## src/rtl/mem_arb_pkg.sv

```systemverilog
// Shared types and helpers for the memory channel arbiter.
package mem_arb_pkg;

  typedef enum logic {
    CH_IDLE    = 1'b0,
    CH_GRANTED = 1'b1
  } chan_state_t;

  // Index width for n items, never narrower than one bit.
  function automatic int unsigned id_width(input int unsigned n);
    return (n <= 1) ? 1 : $clog2(n);
  endfunction

endpackage

```

## src/rtl/rr_pick.sv

```systemverilog
// Rotate-priority find-first: first set bit of eligible at or after start, wrapping.
module rr_pick #(
  parameter int unsigned N   = 4,
  parameter int unsigned IDW = 2
) (
  input  logic [N-1:0]   eligible,
  input  logic [IDW-1:0] start,
  output logic           found,
  output logic [IDW-1:0] id
);

  int unsigned idx;

  // Scan N positions from start; the first hit wins.
  always_comb begin
    found = 1'b0;
    id    = '0;
    idx   = 0;
    for (int unsigned i = 0; i < N; i++) begin
      idx = (32'(start) + i) % N;
      if (!found && eligible[idx]) begin
        found = 1'b1;
        id    = IDW'(idx);
      end
    end
  end

endmodule

```

## src/rtl/mem_channel_arbiter.sv

```systemverilog
// Round-robin arbiter assigning consumers to memory channels, with a per-channel
// grant-hold watchdog. The channel-finished input is named chan_release because
// "release" is a reserved word in SystemVerilog.
module mem_channel_arbiter
  import mem_arb_pkg::*;
#(
  parameter int unsigned NUM_CONSUMERS  = 4,
  parameter int unsigned NUM_CHANNELS   = 1,
  parameter int unsigned TIMEOUT_CYCLES = 255,
  localparam int unsigned IDW           = id_width(NUM_CONSUMERS)
) (
  input  logic                           clk,
  input  logic                           reset,
  input  logic [NUM_CONSUMERS-1:0]       req,
  input  logic [NUM_CONSUMERS-1:0]       req_write,
  input  logic [NUM_CHANNELS-1:0]        chan_release,
  output logic [NUM_CHANNELS-1:0]        grant_valid,
  output logic [NUM_CHANNELS*IDW-1:0]    grant_id,
  output logic [NUM_CHANNELS-1:0]        grant_write,
  output logic [NUM_CONSUMERS-1:0]       busy_mask,
  output logic [NUM_CHANNELS-1:0]        timeout
);

  localparam int unsigned CNTW = id_width(TIMEOUT_CYCLES + 1);
  localparam logic [CNTW-1:0] CNT_LAST = (TIMEOUT_CYCLES == 0) ? '0 : CNTW'(TIMEOUT_CYCLES - 1);

  chan_state_t                state_q [NUM_CHANNELS];
  chan_state_t                state_d [NUM_CHANNELS];
  logic [IDW-1:0]             id_q    [NUM_CHANNELS];
  logic [IDW-1:0]             id_d    [NUM_CHANNELS];
  logic [CNTW-1:0]            cnt_q   [NUM_CHANNELS];
  logic [CNTW-1:0]            cnt_d   [NUM_CHANNELS];
  logic [NUM_CHANNELS-1:0]    wr_q, wr_d, to_q, to_d;
  logic [NUM_CONSUMERS-1:0]   busy_q, busy_d;
  logic [IDW-1:0]             rr_ptr_q, rr_ptr_d;

  logic [NUM_CHANNELS-1:0]           take;
  logic [NUM_CHANNELS-1:0][IDW-1:0]  pick_id;

  // Arbitration chain: each idle channel picks, then masks its pick and advances the pointer.
  for (genvar c = 0; c < NUM_CHANNELS; c++) begin : g_ch
    logic [NUM_CONSUMERS-1:0] elig_in, elig_out;
    logic [IDW-1:0]           ptr_in, ptr_out, id;
    logic                     found, grab;

    if (c == 0) begin : g_first
      assign elig_in = req & ~busy_q;
      assign ptr_in  = rr_ptr_q;
    end else begin : g_next
      assign elig_in = g_ch[c-1].elig_out;
      assign ptr_in  = g_ch[c-1].ptr_out;
    end

    rr_pick #(
      .N   (NUM_CONSUMERS),
      .IDW (IDW)
    ) u_pick (
      .eligible (elig_in),
      .start    (ptr_in),
      .found    (found),
      .id       (id)
    );

    assign grab     = (state_q[c] == CH_IDLE) && found;
    assign elig_out = grab ? (elig_in & ~(NUM_CONSUMERS'(1) << id)) : elig_in;
    assign ptr_out  = !grab ? ptr_in :
                      (id == IDW'(NUM_CONSUMERS - 1)) ? '0 : id + IDW'(1);
    assign take[c]    = grab;
    assign pick_id[c] = id;
  end

  // Pointer follows the last grant of the cycle, unchanged when nothing was granted.
  assign rr_ptr_d = g_ch[NUM_CHANNELS-1].ptr_out;

  // Per-channel next state: grant latching, release, watchdog expiry.
  always_comb begin
    busy_d = busy_q;
    wr_d   = wr_q;
    to_d   = '0;
    for (int unsigned c = 0; c < NUM_CHANNELS; c++) begin
      state_d[c] = state_q[c];
      id_d[c]    = id_q[c];
      cnt_d[c]   = cnt_q[c];
      case (state_q[c])
        CH_IDLE: begin
          if (take[c]) begin
            state_d[c]         = CH_GRANTED;
            id_d[c]            = pick_id[c];
            wr_d[c]            = req_write[pick_id[c]];
            cnt_d[c]           = '0;
            busy_d[pick_id[c]] = 1'b1;
          end
        end
        CH_GRANTED: begin
          if (chan_release[c]) begin
            state_d[c]      = CH_IDLE;
            busy_d[id_q[c]] = 1'b0;
          end else if (TIMEOUT_CYCLES != 0 && cnt_q[c] == CNT_LAST) begin
            state_d[c]      = CH_IDLE;
            busy_d[id_q[c]] = 1'b0;
            to_d[c]         = 1'b1;
          end else if (cnt_q[c] != '1) begin
            cnt_d[c] = cnt_q[c] + CNTW'(1);
          end
        end
        default: state_d[c] = CH_IDLE;
      endcase
    end
  end

  // State registers with synchronous reset.
  always_ff @(posedge clk) begin
    if (reset) begin
      for (int unsigned c = 0; c < NUM_CHANNELS; c++) begin
        state_q[c] <= CH_IDLE;
        id_q[c]    <= '0;
        cnt_q[c]   <= '0;
      end
      wr_q     <= '0;
      to_q     <= '0;
      busy_q   <= '0;
      rr_ptr_q <= '0;
    end else begin
      for (int unsigned c = 0; c < NUM_CHANNELS; c++) begin
        state_q[c] <= state_d[c];
        id_q[c]    <= id_d[c];
        cnt_q[c]   <= cnt_d[c];
      end
      wr_q     <= wr_d;
      to_q     <= to_d;
      busy_q   <= busy_d;
      rr_ptr_q <= rr_ptr_d;
    end
  end

  // Outputs come straight from registers.
  always_comb begin
    grant_valid = '0;
    grant_id    = '0;
    for (int unsigned c = 0; c < NUM_CHANNELS; c++) begin
      grant_valid[c]           = (state_q[c] == CH_GRANTED);
      grant_id[c*IDW +: IDW]   = id_q[c];
    end
  end

  assign grant_write = wr_q;
  assign busy_mask   = busy_q;
  assign timeout     = to_q;

endmodule

```

## config.mk

```make
export PLATFORM = sky130hd
export DESIGN_NAME = mem_channel_arbiter
export DESIGN_NICKNAME = d
export VERILOG_FILES = /design/src/rtl/mem_arb_pkg.sv /design/src/rtl/rr_pick.sv /design/src/rtl/mem_channel_arbiter.sv
export SDC_FILE = /design/constraint.sdc
export NUM_CORES = 1
export LEC_CHECK = 0
export ABC_CLOCK_PERIOD_IN_PS = 2100
export CAP_MARGIN = 20
export CELL_PAD_IN_SITES_DETAIL_PLACEMENT = 1
export CELL_PAD_IN_SITES_GLOBAL_PLACEMENT = 1
export CORE_AREA = 2 2 44 77
export DETAILED_ROUTE_END_ITERATION = 8
export DIE_AREA = 0 0 46 79
export GPL_TIMING_DRIVEN = 1
export PLACE_DENSITY_LB_ADDON = 0.1
export SYNTH_ARGS = -nofsm -noshare
export SYNTH_HDL_FRONTEND = slang
export SYNTH_SLANG_ARGS = --single-unit
```

## constraint.sdc

```tcl
create_clock -name clk -period 2.1 [get_ports clk]
set_input_delay 0.63 -clock clk [delete_from_list [all_inputs] [get_ports clk]]
set_output_delay 0.63 -clock clk [all_outputs]
set_load 0.03 [all_outputs]
```

==> results of run 1 <==
area by class of cell:
cell class | instances | area (sq um) | area share
inverters | 4 | 15.01 | 0.009756
multi-input cells | 97 | 762.0 | 0.4951
clock buffers | 4 | 45.04 | 0.02927
repair buffers | 33 | 300.3 | 0.1951
well taps | 29 | 36.28 | 0.02358
flip-flops and latches | 19 | 380.4 | 0.2472
layout by cell type, fill, tap and decap left out, drive strengths merged, types with 2 or more instances in the layout:
| master | instances |
|---|---|
| ha | 6 |
| nand2b | 7 |
| nor3 | 3 |
| clkbuf | 4 |
| clkdlybuf4s50 | 17 |
| nand2 | 12 |
| o221a | 2 |
| dfxtp | 19 |
| a31oi | 2 |
| a41o | 2 |
| a211oi | 4 |
| nand4 | 3 |
| nor2 | 13 |
| o21ai | 4 |
| nor2b | 3 |
| dlymetal6s2s | 2 |
| xnor2 | 6 |
| nand3 | 4 |
| a21oi | 12 |
| nor3b | 3 |
| inv | 4 |
| mux2i | 2 |
| buf | 14 |
registers in the layout, indices dropped and copies added, names as in the netlist:
name,flops
busy_mask,4
cnt_q,8
g_ch.ptr_in,2
grant_write,1
id_q,2
state_q,1
timeout,1
synthesized netlist by cell type (3+ instances only):
cell type | number | area (sq um)
a211oi_2 | 3 | 37.54
nand2_1 | 12 | 45.04
nand3_1 | 4 | 20.02
a21oi_1 | 11 | 55.05
nand4_1 | 3 | 18.77
dfxtp_1 | 19 | 380.4
nor2_1 | 11 | 41.29
nor3_1 | 3 | 15.01
nor3b_1 | 3 | 22.52
inv_1 | 3 | 11.26
xnor2_1 | 6 | 52.55
ha_1 | 6 | 75.07
nand2b_1 | 5 | 31.28
what timing repair did:
| item | 4_1_cts | 5_1_grt |
|---|---|---|
| resized for setup | 3 | 8 |
| endpoints found under the setup margin | 5 | 5 |
| buffers inserted | 0 | 1 |
| pin swaps | 2 | 2 |
metrics by stage:
step           hold slack (ns)  cell area, sq um  worst slack (ns)
2_1_floorplan           0.4735              1129            0.3179
3_3_place_gp            0.4980              1438           -0.3506
3_5_place_dp            0.5167              1438           -0.3902
4_1_cts                 0.5314              1494           0.01322
5_1_grt                 0.5638              1539         -0.005330
6_report                0.5288              1539           0.07563
how the worst max path moves through the flow:
| stage | start | end | depth (start not counted) |
|---|---|---|---|
| floorplan | req[0] | busy_mask[1]$_SDFFE_PP0P_ | 7 |
| global placement | req[2] | busy_mask[0]$_SDFFE_PP0P_ | 9 |
| detailed placement | req[2] | busy_mask[1]$_SDFFE_PP0P_ | 9 |
| CTS | req[1] | grant_write$_SDFFE_PP0P_ | 9 |
| global route | req[1] | busy_mask[0]$_SDFFE_PP0P_ | 9 |
| finish | busy_mask[0]$_SDFFE_PP0P_ | busy_mask[0] | 1 |
routing by layer:
layer | routed length (um) | global-route usage | up-vias | share of wire
met2 | 1837 | 0.3653 | 19 | 0.60
met5 | 0 | 0 | - | 0
met3 | 56 | 0.02273 | 9 | 0.018
li1 | - | - | 508 | -
met4 | 104 | 0.09143 | 0 | 0.034
met1 | 1060 | 0.1779 | 478 | 0.35
power by group:
group          switching (mW)  internal [mW]  total (mW)
combinational           0.393          0.381       0.773
sequential             0.0759          0.419       0.495
clock                   0.119          0.135       0.254
kinds of logic (layout without fill, tap and decap cells):
group / after synthesis / in the layout / synth area share
AND/OR/NAND/NOR: 51 / 51 / 0.2583
adder cells (fa/ha/maj): 6 / 6 / 0.06652
buffers and inverters: 6 / 41 / 0.02660
AO/OA/AOI/OAI: 32 / 32 / 0.2472
flip-flops: 19 / 19 / 0.3370
XOR/XNOR: 6 / 6 / 0.04656
multiplexers: 2 / 2 / 0.01774
==> impl_metrics.csv, run 1 <==
group,metric,value,unit
route,dr.first_iter.drc_count,14,
route,remaining_drc_errors,0,
sta,finalHoldViolations,0,
die,core,3040,sq um
die,die-width,46,um
power,ir_worst_vdd,0.4969,mV
die,start_util,0.3712,
die,io_pins,20,
worst_hold_path,holdCritPathClass,"flip-flop to flip-flop",
cells_and_area,nFillCells,366,
synthesis,syn_area_per_cell,9.251,sq um
route,ant_nets,0,
placement,dp_cells,181,
sta,post-route-period-util,0.9640,
die,die_height,79,um
placement,dp_hpwl,2.499,mm
grt,grt_max_degree,14,
clocking,insertion_delay,0.26,ns
die,dieArea,3634,sq um
placement,gp_congestion,0.8120,
worst_setup_path,arrival,1.39,ns
placement,io_buffers,19,
worst_setup_path,crit_required,1.47,ns
worst_setup_path,critPathKind,"flip-flop to output port",
clocking,cts_made_buffers,3,
worst_hold_path,hold-path-cell-count,2,
synthesis,ys_ff_latch,19,
sta,finalSetupTns,0,ns
cells_and_area,antenna_cells,0,
die,num_rows,27,
outcome,status,"completed",
route,totalWireLength,3.057,mm
grt,antenna_found_initial,0,
route,via_per_inst,5.452,
clocking,cts_buffer_depth,2,
worst_setup_path,start_kind,"flip-flop",
sta,fmax,494.0,MHz
synthesis,syn_area,1129,sq um
route,first_pass_iters,3,
cells_and_area,syn_to_final_growth,36.36,%
worst_setup_path,crit_slowest_cell,"clkdlybuf4s50_1",
worst_setup_path,path_cells,"clkdlybuf4s50_1",
worst_setup_path,crit_family,"buffers and inverters",
clocking,clk_pin_slew,0.07,ns
worst_setup_path,r2r.worst_path.cells,7,
sta,period_needed,2.024,ns
cells_and_area,nNetsFinal,175,
grt,grt_use_total,0.1896,
clocking,cts_tree,"done",
worst_hold_path,hold_end,"id_q[0][1]$_SDFFE_PP0P_",
worst_setup_path,r2r-start,"cnt_q[0][0]$_SDFFE_PP0P_",
synthesis,ys_warn_count,0,
sta,fin_skew,0.002684,ns
grt,grt_pass1_wl,4.940,mm
clocking,htree_levels,1,
grt,grt_pass1_vias,1104,
sta,rsz0062_at_grt,"true",
worst_setup_path,path_max_fanout,4,
cells_and_area,fin_util,0.5062,
synthesis,async_flop_share,0,
cells_and_area,post_layout_nonfiller_instances,186,
synthesis,synthDistinctLibCells,39,
synthesis,yosysSeqAreaShare,0.3370,
sta,finalSetupViolations,0,
worst_setup_path,end_kind,"output port",
synthesis,synth_edf_count,0,
worst_setup_path,timing.rr.end,"cnt_q[0][5]$_SDFFE_PP0P_",
synthesis,ys.flop_type,"dfxtp_1",
flow_run,cap_violations,0,
sta,relSlewSlack,0.7464,
sta,worst_slew_pin_slew,0.3786,ns
worst_setup_path,crit_path_max_incr_delay,0.71,ns
clocking,hold_buffers,0,
worst_setup_path,reg2reg_slack,0.38,ns
clocking,cts_sinks,19,
power,totalPowerFinal,1.523,mW
route,vias,1014,
synthesis,syn-num-nets,139,
worst_setup_path,path_buf_inv,1,
sta,drv_slew,0,
clocking,cts-root-buf,"clkbuf_8",
power,power.leakage,0.5846,nW
worst_hold_path,hp-start,"id_q[0][1]$_SDFFE_PP0P_",
power,cellPowerDensity,989.5,nW/um^2
synthesis,synth_cells,122,
route,wl_per_cell,16.44,um
cells_and_area,drive_above_1_share,0.2420,
grt,grt.overflow.total,0,
(Power assumes the default switching activity.)
==> inputs of run 2 (changes only) <==
Settings changed: CORE_AREA 2 2 44 77 to 2 2 43 75, CTS_BUF_LIST set to sky130_fd_sc_hd__clkbuf_8, DIE_AREA 0 0 46 79 to 0 0 45 77, TNS_END_PERCENT set to 20.
==> run 2 against run 1 <==
Global-route usage up 0.28 points. Setup slack got worse by 0.0011 ns. Maximum frequency barely moved. Critical path type is now primary input to flip-flop. Critical endpoint is now busy_mask[2]$_SDFFE_PP0P_.
==> impl_metrics.csv, run 2 (synthesis gave the netlist of run 1 again) <==
group,metric,value,unit
outcome,status,"completed",
placement,gp_congestion,0.7678,
worst_setup_path,crit_path_max_incr_delay,0.48,ns
die,num_rows,26,
worst_setup_path,cp_common_cell,"nor2_4",
route,wl_per_cell,16.41,um
cells_and_area,fin_util,0.5372,
worst_setup_path,path_cells,"clkdlybuf4s50_1, nor2b_4, o221a_4, nor2_4, nor2_4, inv_2, ha_1, a21oi_1, a211oi_1",
clocking,cts_buffer_depth,2,
sta,worst_slew_pin_slew,0.3287,ns
worst_setup_path,endpoint,"busy_mask[2]$_SDFFE_PP0P_",
die,io_pins,20,
die,core,2863,sq um
worst_setup_path,crit_required,2.24,ns
worst_setup_path,cp-startpoint,"req[1]",
route,first_pass_iters,4,
cells_and_area,layout_common_cells,"dfxtp_1, clkdlybuf4s50_1, buf_4, nand2_1, a21oi_1",
clocking,cts_sinks,19,
worst_setup_path,path_buf_inv,2,
clocking,htree_levels,1,
clocking,clk_pin_slew,0.07,ns
placement,dpl-instance-area,1436,sq um
power,ir_worst_vdd,0.4194,mV
flow_run,cap_violations,0,
worst_setup_path,reg2reg_slack,0.39,ns
cells_and_area,drive_above_1_share,0.2548,
worst_setup_path,path_max_fanout,3,
route,vias,1023,
worst_setup_path,crit_family,"buffers and inverters",
worst_setup_path,r2r.worst_path.cells,7,
cells_and_area,syn_to_final_growth,36.25,%
placement,dp_cells,180,
grt,grt.overflow.total,0,
worst_setup_path,arrival,2.16,ns
die,dieArea,3465,sq um
route,totalWireLength,3.036,mm
sta,finalHoldViolations,0,
grt,grt_pass1_vias,1084,
cells_and_area,antenna_cells,0,
die,die_height,77,um
sta,post-route-period-util,0.9645,
sta,drv_slew,0,
cells_and_area,post_layout_nonfiller_instances,185,
worst_hold_path,holdCritPathClass,"flip-flop to flip-flop",
worst_setup_path,critPathKind,"primary input to flip-flop",
power,cellPowerDensity,997.6,nW/um^2
worst_setup_path,crit_slowest_cell,"clkdlybuf4s50_1",
worst_setup_path,end_kind,"flip-flop",
cells_and_area,ff_latch_area,380.4,sq um
sta,rsz0062_at_grt,"true",
cells_and_area,stdcell_area,1538,sq um
grt,grt_pass1_wl,4.885,mm
clocking,insertion_delay,0.25,ns
worst_setup_path,timing.rr.end,"cnt_q[0][2]$_SDFFE_PP0P_",
cells_and_area,layout_commonest_cell,"dfxtp_1",
route,remaining_drc_errors,0,
sta,relSlewSlack,0.7802,
placement,dp_hpwl,2.453,mm
worst_setup_path,r2r-start,"cnt_q[0][0]$_SDFFE_PP0P_",
clocking,cts_tree,"done",
power,totalPowerFinal,1.534,mW
clocking,cts_made_buffers,3,
route,dr.first_iter.drc_count,11,
clocking,cts-root-buf,"clkbuf_8",
cells_and_area,multi_input_area,757.0,sq um
cells_and_area,largest_reg_flops,8,
cells_and_area,nNetsFinal,175,
route,via_per_inst,5.530,
power,power.leakage,0.5801,nW
worst_setup_path,cp_num_cells,9,
route,ant_nets,0,
cells_and_area,regMostFlops,"cnt_q",
sta,period_needed,2.025,ns
sta,fmax,493.7,MHz
cells_and_area,nFillCells,340,
grt,grt_use_total,0.1923,
sta,fin_skew,0.0009635,ns
placement,io_buffers,19,
worst_setup_path,start_kind,"primary input",
grt,grt_max_degree,16,
sta,finalSetupTns,0,ns
die,start_util,0.3942,
die,die-width,45,um
sta,finalSetupViolations,0,
grt,antenna_found_initial,0,
## run 2: worst min-delay path by stage
stage	startpoint	end	depth (start not counted)
global route	busy_mask[2]$_SDFFE_PP0P_	busy_mask[2]$_SDFFE_PP0P_	2
CTS	grant_write$_SDFFE_PP0P_	grant_write$_SDFFE_PP0P_	2
floorplan	g_ch[0].ptr_in[1]$_SDFFE_PP0P_	g_ch[0].ptr_in[1]$_SDFFE_PP0P_	2
finish	grant_write$_SDFFE_PP0P_	grant_write$_SDFFE_PP0P_	2
detailed placement	grant_write$_SDFFE_PP0P_	grant_write$_SDFFE_PP0P_	2
global placement	grant_write$_SDFFE_PP0P_	grant_write$_SDFFE_PP0P_	2
## run 2: final cells by class
| type | instances | area share |
|---|---|---|
| multi-input cells | 97 | 0.4923 |
| clock inverters | 1 | 0.003255 |
| well taps | 28 | 0.02278 |
| flip-flops and latches | 19 | 0.2474 |
| repair buffers | 33 | 0.1977 |
| inverters | 4 | 0.009764 |
| clock buffers | 3 | 0.02685 |
## run 2: power by group
group | total [mW] | switching [mW] | internal [mW]
Combinational | 0.781 | 0.398 | 0.383
Clock | 0.255 | 0.124 | 0.132
Sequential | 0.498 | 0.0787 | 0.419
Total | 1.53 | 0.600 | 0.934
## run 2: worst register-to-register path, delay by kind of cell, from the launching register on
family | cells | cell delay [ns]
adder cells (fa/ha/maj) | 1 | 0.24
buffers and inverters | 1 | 0.09
flip-flops | 1 | 0.40
XOR/XNOR | 1 | 0.15
AND/OR/NAND/NOR | 1 | 0.06
AO/OA/AOI/OAI | 3 | 0.67
## run 2: through the flow
stage          hold WS, ns  setup WS (ns)
3_5_place_dp        0.5139        -0.3984
3_3_place_gp        0.4938        -0.3184
5_1_grt             0.5625      -0.008449
6_report            0.5250        0.07458
4_1_cts             0.5321        0.01650
2_1_floorplan       0.4735         0.3179
## run 2: what timing repair did
action | in CTS | in global routing
hold buffers | 0 | 0
resized for setup | 5 | 8
pin swaps | 2 | 2
endpoints found under the setup margin | 5 | 6
buffers inserted | 0 | 1
## run 2: layer usage
metal  track usage  share of wire
met1        0.1754           0.34
met2        0.3729           0.61
met3       0.02353          0.023
met4       0.09706          0.027
met5             0              0
==> inputs of run 3 (changes only) <==
Settings changed: TNS_END_PERCENT 20 to 100.
==> run 3 against run 2 <==
Critical path depth is 8 lower. Core utilization is 0.26 points higher. Non-clock buffer count is 1 higher. Die area stayed put. Worst hold slack hardly changed. Setup slack better by 0.0041 ns. Maximum frequency is 0.20% higher. First-iteration DRC count is 100% higher. Critical endpoint is now busy_mask[0]. Largest power group unchanged. Highest routed layer unchanged.
==> impl_metrics.csv, run 3 (synthesis gave the netlist of run 1 again) <==
group,metric,value,unit
worst_setup_path,reg2reg_slack,0.39,ns
worst_setup_path,start_kind,"flip-flop",
clocking,cts_buffer_depth,2,
worst_setup_path,path_cells,"clkdlybuf4s50_1",
route,remaining_drc_errors,0,
route,vias,1020,
grt,grt_pass1_vias,1084,
sta,drv_slew,0,
cells_and_area,nNetsFinal,176,
clocking,cts_sinks,19,
sta,period_needed,2.021,ns
placement,io_buffers,19,
power,ir_worst_vdd,0.4198,mV
sta,fin_hold_ws,0.5250,ns
sta,finalHoldViolations,0,
die,num_rows,26,
sta,relSlewSlack,0.7816,
worst_setup_path,crit_required,1.47,ns
cells_and_area,syn_to_final_growth,36.92,%
route,totalWireLength,3.047,mm
cells_and_area,regMostFlops,"cnt_q",
power,intPower,0.9381,mW
power,p_comb_frac,0.511,
power,clkPwrFrac,0.166,
route,dr.first_iter.drc_count,22,
cells_and_area,stdcell_area,1545,sq um
worst_setup_path,crit_slowest_cell,"clkdlybuf4s50_1",
clocking,hold_buffers,0,
clocking,cts_tree,"done",
cells_and_area,layout_commonest_cell,"dfxtp_1",
die,start_util,0.3942,
clocking,cts_made_buffers,3,
worst_setup_path,timing.rr.end,"cnt_q[0][2]$_SDFFE_PP0P_",
worst_setup_path,end_kind,"output port",
sta,post-route-period-util,0.9625,
worst_setup_path,path_buf_inv,1,
die,core,2863,sq um
grt,grt_max_degree,16,
placement,dpl-instance-area,1436,sq um
placement,dp_hpwl,2.453,mm
worst_setup_path,arrival,1.39,ns
placement,gp_congestion,0.7678,
die,die-width,45,um
power,power.leakage,0.5850,nW
die,io_pins,20,
sta,fin_skew,0.001074,ns
cells_and_area,largest_reg_flops,8,
sta,rsz0062_at_grt,"false",
worst_setup_path,path_max_fanout,4,
worst_setup_path,cp_num_cells,1,
sta,finalSetupTns,0,ns
worst_hold_path,holdCritPathClass,"flip-flop to flip-flop",
worst_setup_path,r2r-start,"cnt_q[0][0]$_SDFFE_PP0P_",
route,ant_nets,0,
worst_setup_path,cp-startpoint,"busy_mask[0]$_SDFFE_PP0P_",
worst_setup_path,endpoint,"busy_mask[0]",
power,cellPowerDensity,994.7,nW/um^2
sta,fmax,494.7,MHz
worst_setup_path,r2r.worst_path.cells,7,
cells_and_area,drive_above_1_share,0.2595,
clocking,htree_levels,1,
sta,worst_slew_pin_slew,0.3267,ns
clocking,insertion_delay,0.25,ns
route,via_per_inst,5.484,
power,switching_share,0.3897,
clocking,clk_pin_slew,0.07,ns
flow_run,cap_violations,0,
outcome,status,"completed",
route,first_pass_iters,4,
grt,grt_pass1_wl,4.885,mm
grt,grt_use_total,0.1923,
worst_setup_path,critPathKind,"flip-flop to output port",
die,die_height,77,um
cells_and_area,antenna_cells,0,
sta,finalSetupViolations,0,
route,wl_per_cell,16.38,um
worst_setup_path,crit_path_max_incr_delay,0.71,ns
grt,antenna_found_initial,0,
worst_setup_path,crit_family,"buffers and inverters",
power,switchingPower,0.5989,mW
cells_and_area,layout_common_cells,"dfxtp_1, clkdlybuf4s50_1, buf_4, nand2_1, a21oi_1",
power,seqPwrFrac,0.323,
die,dieArea,3465,sq um
clocking,cts-root-buf,"clkbuf_8",
grt,grt.overflow.total,0,
## run 3: repair_timing
item                       4_1_cts  5_1_grt
buffers inserted                 0        2
resized for setup                5        8
setup endpoints to repair        5        6
pin swaps                        2        2
## run 3: power groups by stage
stage               sequential [mW]  clock, mW  combinational, mW
floorplan                     0.568          0              0.356
global placement              0.496          0              0.701
detailed placement            0.499          0              0.720
CTS                           0.495      0.271              0.751
global route                  0.506      0.288              0.845
finish                        0.496      0.255              0.786
## run 3: worst register-to-register path, stage by stage (launching register included)
cell	delay, ns
dfxtp_1	0.40
inv_1	0.09
ha_1	0.24
o211ai_1	0.27
o21ai_4	0.15
a21boi_0	0.25
xnor2_1	0.15
nor2_1	0.06
## run 3: worst min path at each step
stage                                        start                        endpoint  cells after the start
finish                    grant_write$_SDFFE_PP0P_        grant_write$_SDFFE_PP0P_                      2
global route             busy_mask[2]$_SDFFE_PP0P_       busy_mask[2]$_SDFFE_PP0P_                      2
CTS                       grant_write$_SDFFE_PP0P_        grant_write$_SDFFE_PP0P_                      2
detailed placement        grant_write$_SDFFE_PP0P_        grant_write$_SDFFE_PP0P_                      2
global placement          grant_write$_SDFFE_PP0P_        grant_write$_SDFFE_PP0P_                      2
floorplan           g_ch[0].ptr_in[1]$_SDFFE_PP0P_  g_ch[0].ptr_in[1]$_SDFFE_PP0P_                      2
## run 3: through the flow
step / util / setup WS, ns / total power, mW / instances
2_1_floorplan: - / 0.3179 / 0.9237 / 122
3_3_place_gp: 0.5017 / -0.3184 / 1.197 / 180
3_5_place_dp: 0.5017 / -0.3984 / 1.220 / 180
4_1_cts: 0.5254 / 0.01650 / 1.517 / 184
5_1_grt: 0.5398 / 0.003541 / 1.639 / 186
6_report: 0.5398 / 0.07866 / 1.537 / 186
## run 3: final cells by class
cell class	count	area (sq um)
tap	28	35.03
clock inverter	1	5.005
timing repair buffer	34	311.5
fill	341	1318
multi-input combinational	97	757.0
inverter	4	15.01
clock buffer	3	41.29
sequential	19	380.4
## run 3: per-layer routing
metal	vias to the layer above	share of wire	GRT usage	routed length (um)
met5	-	0	0	0
met4	0	0.014	0.09706	44
met3	4	0.023	0.02353	71
met2	17	0.63	0.3729	1910
met1	492	0.34	0.1754	1021
li1	507	-	-	-
==> RTL change 1 (flow settings as in run 1) <==
Change the parameter `NUM_CHANNELS` from 1 to 2.
--- a/src/rtl/mem_channel_arbiter.sv
+++ b/src/rtl/mem_channel_arbiter.sv
@@ -5,7 +5,7 @@
   import mem_arb_pkg::*;
 #(
   parameter int unsigned NUM_CONSUMERS  = 4,
-  parameter int unsigned NUM_CHANNELS   = 1,
+  parameter int unsigned NUM_CHANNELS   = 2,
   parameter int unsigned TIMEOUT_CYCLES = 255,
   localparam int unsigned IDW           = id_width(NUM_CONSUMERS)
 ) (
Ports: changed (5 resized); port bits go from 20 to 26. No check against the original RTL was run, so the function may have changed too.
==> RTL change 1 against run 1 <==
  * Synthesized cell count up 89%
  * The run now fails in global placement (3_3_place_gp)
  * Synthesized area up 76%
==> RTL change 1: results (changes against run 1) <==
status: "aborted with a tool error"
stop_stage: "global placement (3_3_place_gp)"
error_line: "[ERROR FLW-0024] Place density exceeds 1.0 (current PLACE_DENSITY_LB_ADDON =  0.1). Please check if the value of  PLACE_DENSITY_LB_ADDON is between 0 and 0.99."
yosys_register_bits: 32  # +13
port_buffers: 25  # +6
yosysWarnings: 0  # unchanged
syn_inst: 231  # +89%
postSynth.asyncResetShare_pct: 0  # unchanged
yosysSeqAreaShare_pct: 32.28  # -1.4 points
avgSynthCellArea_um2: 8.590  # -7.1%
synth_area_leaders: "dfxtp_1 (32%), ha_1 (7.6%), nor2_1 (5.7%)"
synth_cell_types: 56  # +44%
synthTopCellsByCount: "dfxtp_1 (32), nor2_1 (30), nand2_1 (19)"
synth_fp_nets: 255  # +83%
[RTL change 1: kinds of logic after synthesis]
kind of cell    share of synthesized area, %
simple gates                           25.73
compound gates                         20.74
flops                                  32.28
buf+inv                                4.413
fa+ha+maj                              7.566
xor+xnor                               4.414
mux                                    4.855
==> RTL change 2 (config.mk and constraints of run 1) <==
Without the edit above. The output `timeout` loses its register stage (`to_q` becomes a continuous assignment).
--- a/src/rtl/mem_channel_arbiter.sv
+++ b/src/rtl/mem_channel_arbiter.sv
@@ -117,7 +117,6 @@
         cnt_q[c]   <= '0;
       end
       wr_q     <= '0;
-      to_q     <= '0;
       busy_q   <= '0;
       rr_ptr_q <= '0;
     end else begin
@@ -127,11 +126,12 @@
         cnt_q[c]   <= cnt_d[c];
       end
       wr_q     <= wr_d;
-      to_q     <= to_d;
       busy_q   <= busy_d;
       rr_ptr_q <= rr_ptr_d;
     end
   end
+
+  assign to_q = to_d;
 
   // Outputs come straight from registers.
   always_comb begin
Function: no difference found for any inputs over 4 cycles, from zero or initial values and one cycle with reset high; that may be too few to reach the edited logic, so the function may still have changed.
==> RTL change 2 against run 1 <==
  * Synthesized area shrank 6.8%
  * Final area shrank 2.0%
  * Die area did not move
  * Core utilization fell by 1.0 points
  * Routed wire length down 3.9%
  * Sequential cell count shrank 1
  * Non-clock buffer count up 6
  * Fmax grew 1.3%
  * Power fell by 5.1%
  * Register-to-register slack better by 0.06 ns
  * Setup slack improved by 0.025 ns
  * Hold slack lost 0.024 ns
  * Critical endpoint is now grant_id[0]
  * Largest power group unchanged
  * Highest routed layer unchanged
==> RTL change 2: results (changes against run 1) <==
yosys.area_share.xor_xnor_pct: 5.826  # +1.2 points
ant_nets: 0  # unchanged
status: "complete, no violations"
slew_headroom_pct: 68.98  # -5.7 points
ir_worst_vdd_v: 0.0004158  # -16%
globalplace.congestion: 0.7608  # -6.3%
grt_util_all_layers_pct: 18.48  # -0.48 points
cts_buffers: 3  # unchanged
grt_max_degree: 14  # unchanged
finalClockSkew_ns: 0.003093  # +0.0004089 ns
p_leak_nw: 0.6323  # +8.2%
antenna_cells: 0  # unchanged
largest_reg_flops: 8  # unchanged
insertion_delay_ns: 0.25
arrival_ns: 1.37  # -0.02 ns
synthTopCellsByCount: "dfxtp_1 (18), nor2_1 (12), a21oi_1 (10)"
hp-class: "flop to flop"
cts-root-buf: "clkbuf_8"
postSynth.asyncResetShare_pct: 0  # unchanged
place.detailed.hpwl_um: 2426  # -2.9%
synth_cell_types: 38  # -2.6%
avgViaCountPerCell: 5.351  # -1.8%
crit_fanout: 5  # +1
synth_area_leaders: "dfxtp_1 (34%), ha_1 (7.1%), xnor2_1 (5.8%)"
htreeDepth: 1  # unchanged
wl_per_cell_um: 15.88  # -3.4%
yosysSeqAreaShare_pct: 34.24  # +0.54 points
critical_path.startpoint: "id_q[0][0]$_SDFFE_PP0P_"
first_iter_violations: 6  # -8
top_register: "cnt_q"
yosysWarnings: 0  # unchanged
synth-compound-area-share_pct: 24.38  # -0.35 points
synth_fp_nets: 132  # -5.0%
p_int_mw: 0.9222  # -1.4%
final_nets: 174  # -0.57%
hold_start: "grant_write$_SDFFE_PP0P_"
crit_slowest_cell: "clkdlybuf4s50_1"
synthMuxAreaShare_pct: 1.902  # +0.13 points
first_pass_iters: 3  # unchanged
grt_pass1_wl_um: 4802  # -2.8%
r2r_start: "cnt_q[0][0]$_SDFFE_PP0P_"
drive_above_1_share_pct: 28.21  # +4.0 points
grt_pass1_vias: 1006  # -8.9%
cp_top_family: "buffers and inverters"
cpPeakStageDelay_ns: 0.70
place_worst_setup_slack_ns: -0.3000  # +0.09025 ns
synthAdderAreaFrac_pct: 7.134  # +0.48 points
==> RTL change 2: layout make-up <==
type                            instances  area, µm²
Inverter                                6      22.52
Multi-Input combinational cell         89      665.6
Tap cell                               29      36.28
Sequential cell                        18      365.4
Timing Repair Buffer                   39      362.8
Fill cell                             372       1533
Clock buffer                            4      55.05
==> RTL change 2: path summary, 6_finish.rpt <==
| path | depth (start not counted) | endpoint | slack, ns |
|---|---|---|---|
| hold / removal | 2 | grant_write$_SDFFE_PP0P_ | 0.51 |
| hold reg to reg | 2 | grant_write$_SDFFE_PP0P_ | 0.51 |
| setup / recovery | 1 | grant_id[0] | 0.10 |
| setup reg to reg | 6 | cnt_q[0][5]$_SDFFE_PP0P_ | 0.44 |
==> RTL change 2: per-stage QoR <==
stage	cells	cell area, µm²
floorplan	115	1052
global placement	178	1401
detailed placement	178	1401
CTS	183	1471
global route	185	1508
finish	185	1508
==> RTL change 2: power by group through the flow <==
| stage | combinational [mW] | sequential [mW] | clock (mW) |
|---|---|---|---|
| finish | 0.708 | 0.453 | 0.285 |
| global route | 0.767 | 0.464 | 0.314 |
| CTS | 0.684 | 0.454 | 0.299 |
| detailed placement | 0.666 | 0.462 | 0 |
| global placement | 0.649 | 0.459 | 0 |
| floorplan | 0.298 | 0.525 | 0 |
==> RTL change 2: what timing repair did <==
| item | CTS | global route |
|---|---|---|
| buffers inserted | 1 | 2 |
| endpoints found under the setup margin | 4 | 5 |
| gates resized for setup | 3 | 11 |
| pin swaps | 1 | 6 |
==> RTL change 2: metal layers <==
| layer | GRT usage, % | share of wire (%) | up-vias |
|---|---|---|---|
| met4 | 6.857 | 0.92 | 0 |
| met2 | 36.67 | 65 | 12 |
| met3 | 2.273 | 1.5 | 2 |
| met1 | 17.23 | 33 | 482 |
| li1 | - | - | 494 |
| met5 | 0 | 0 | - |
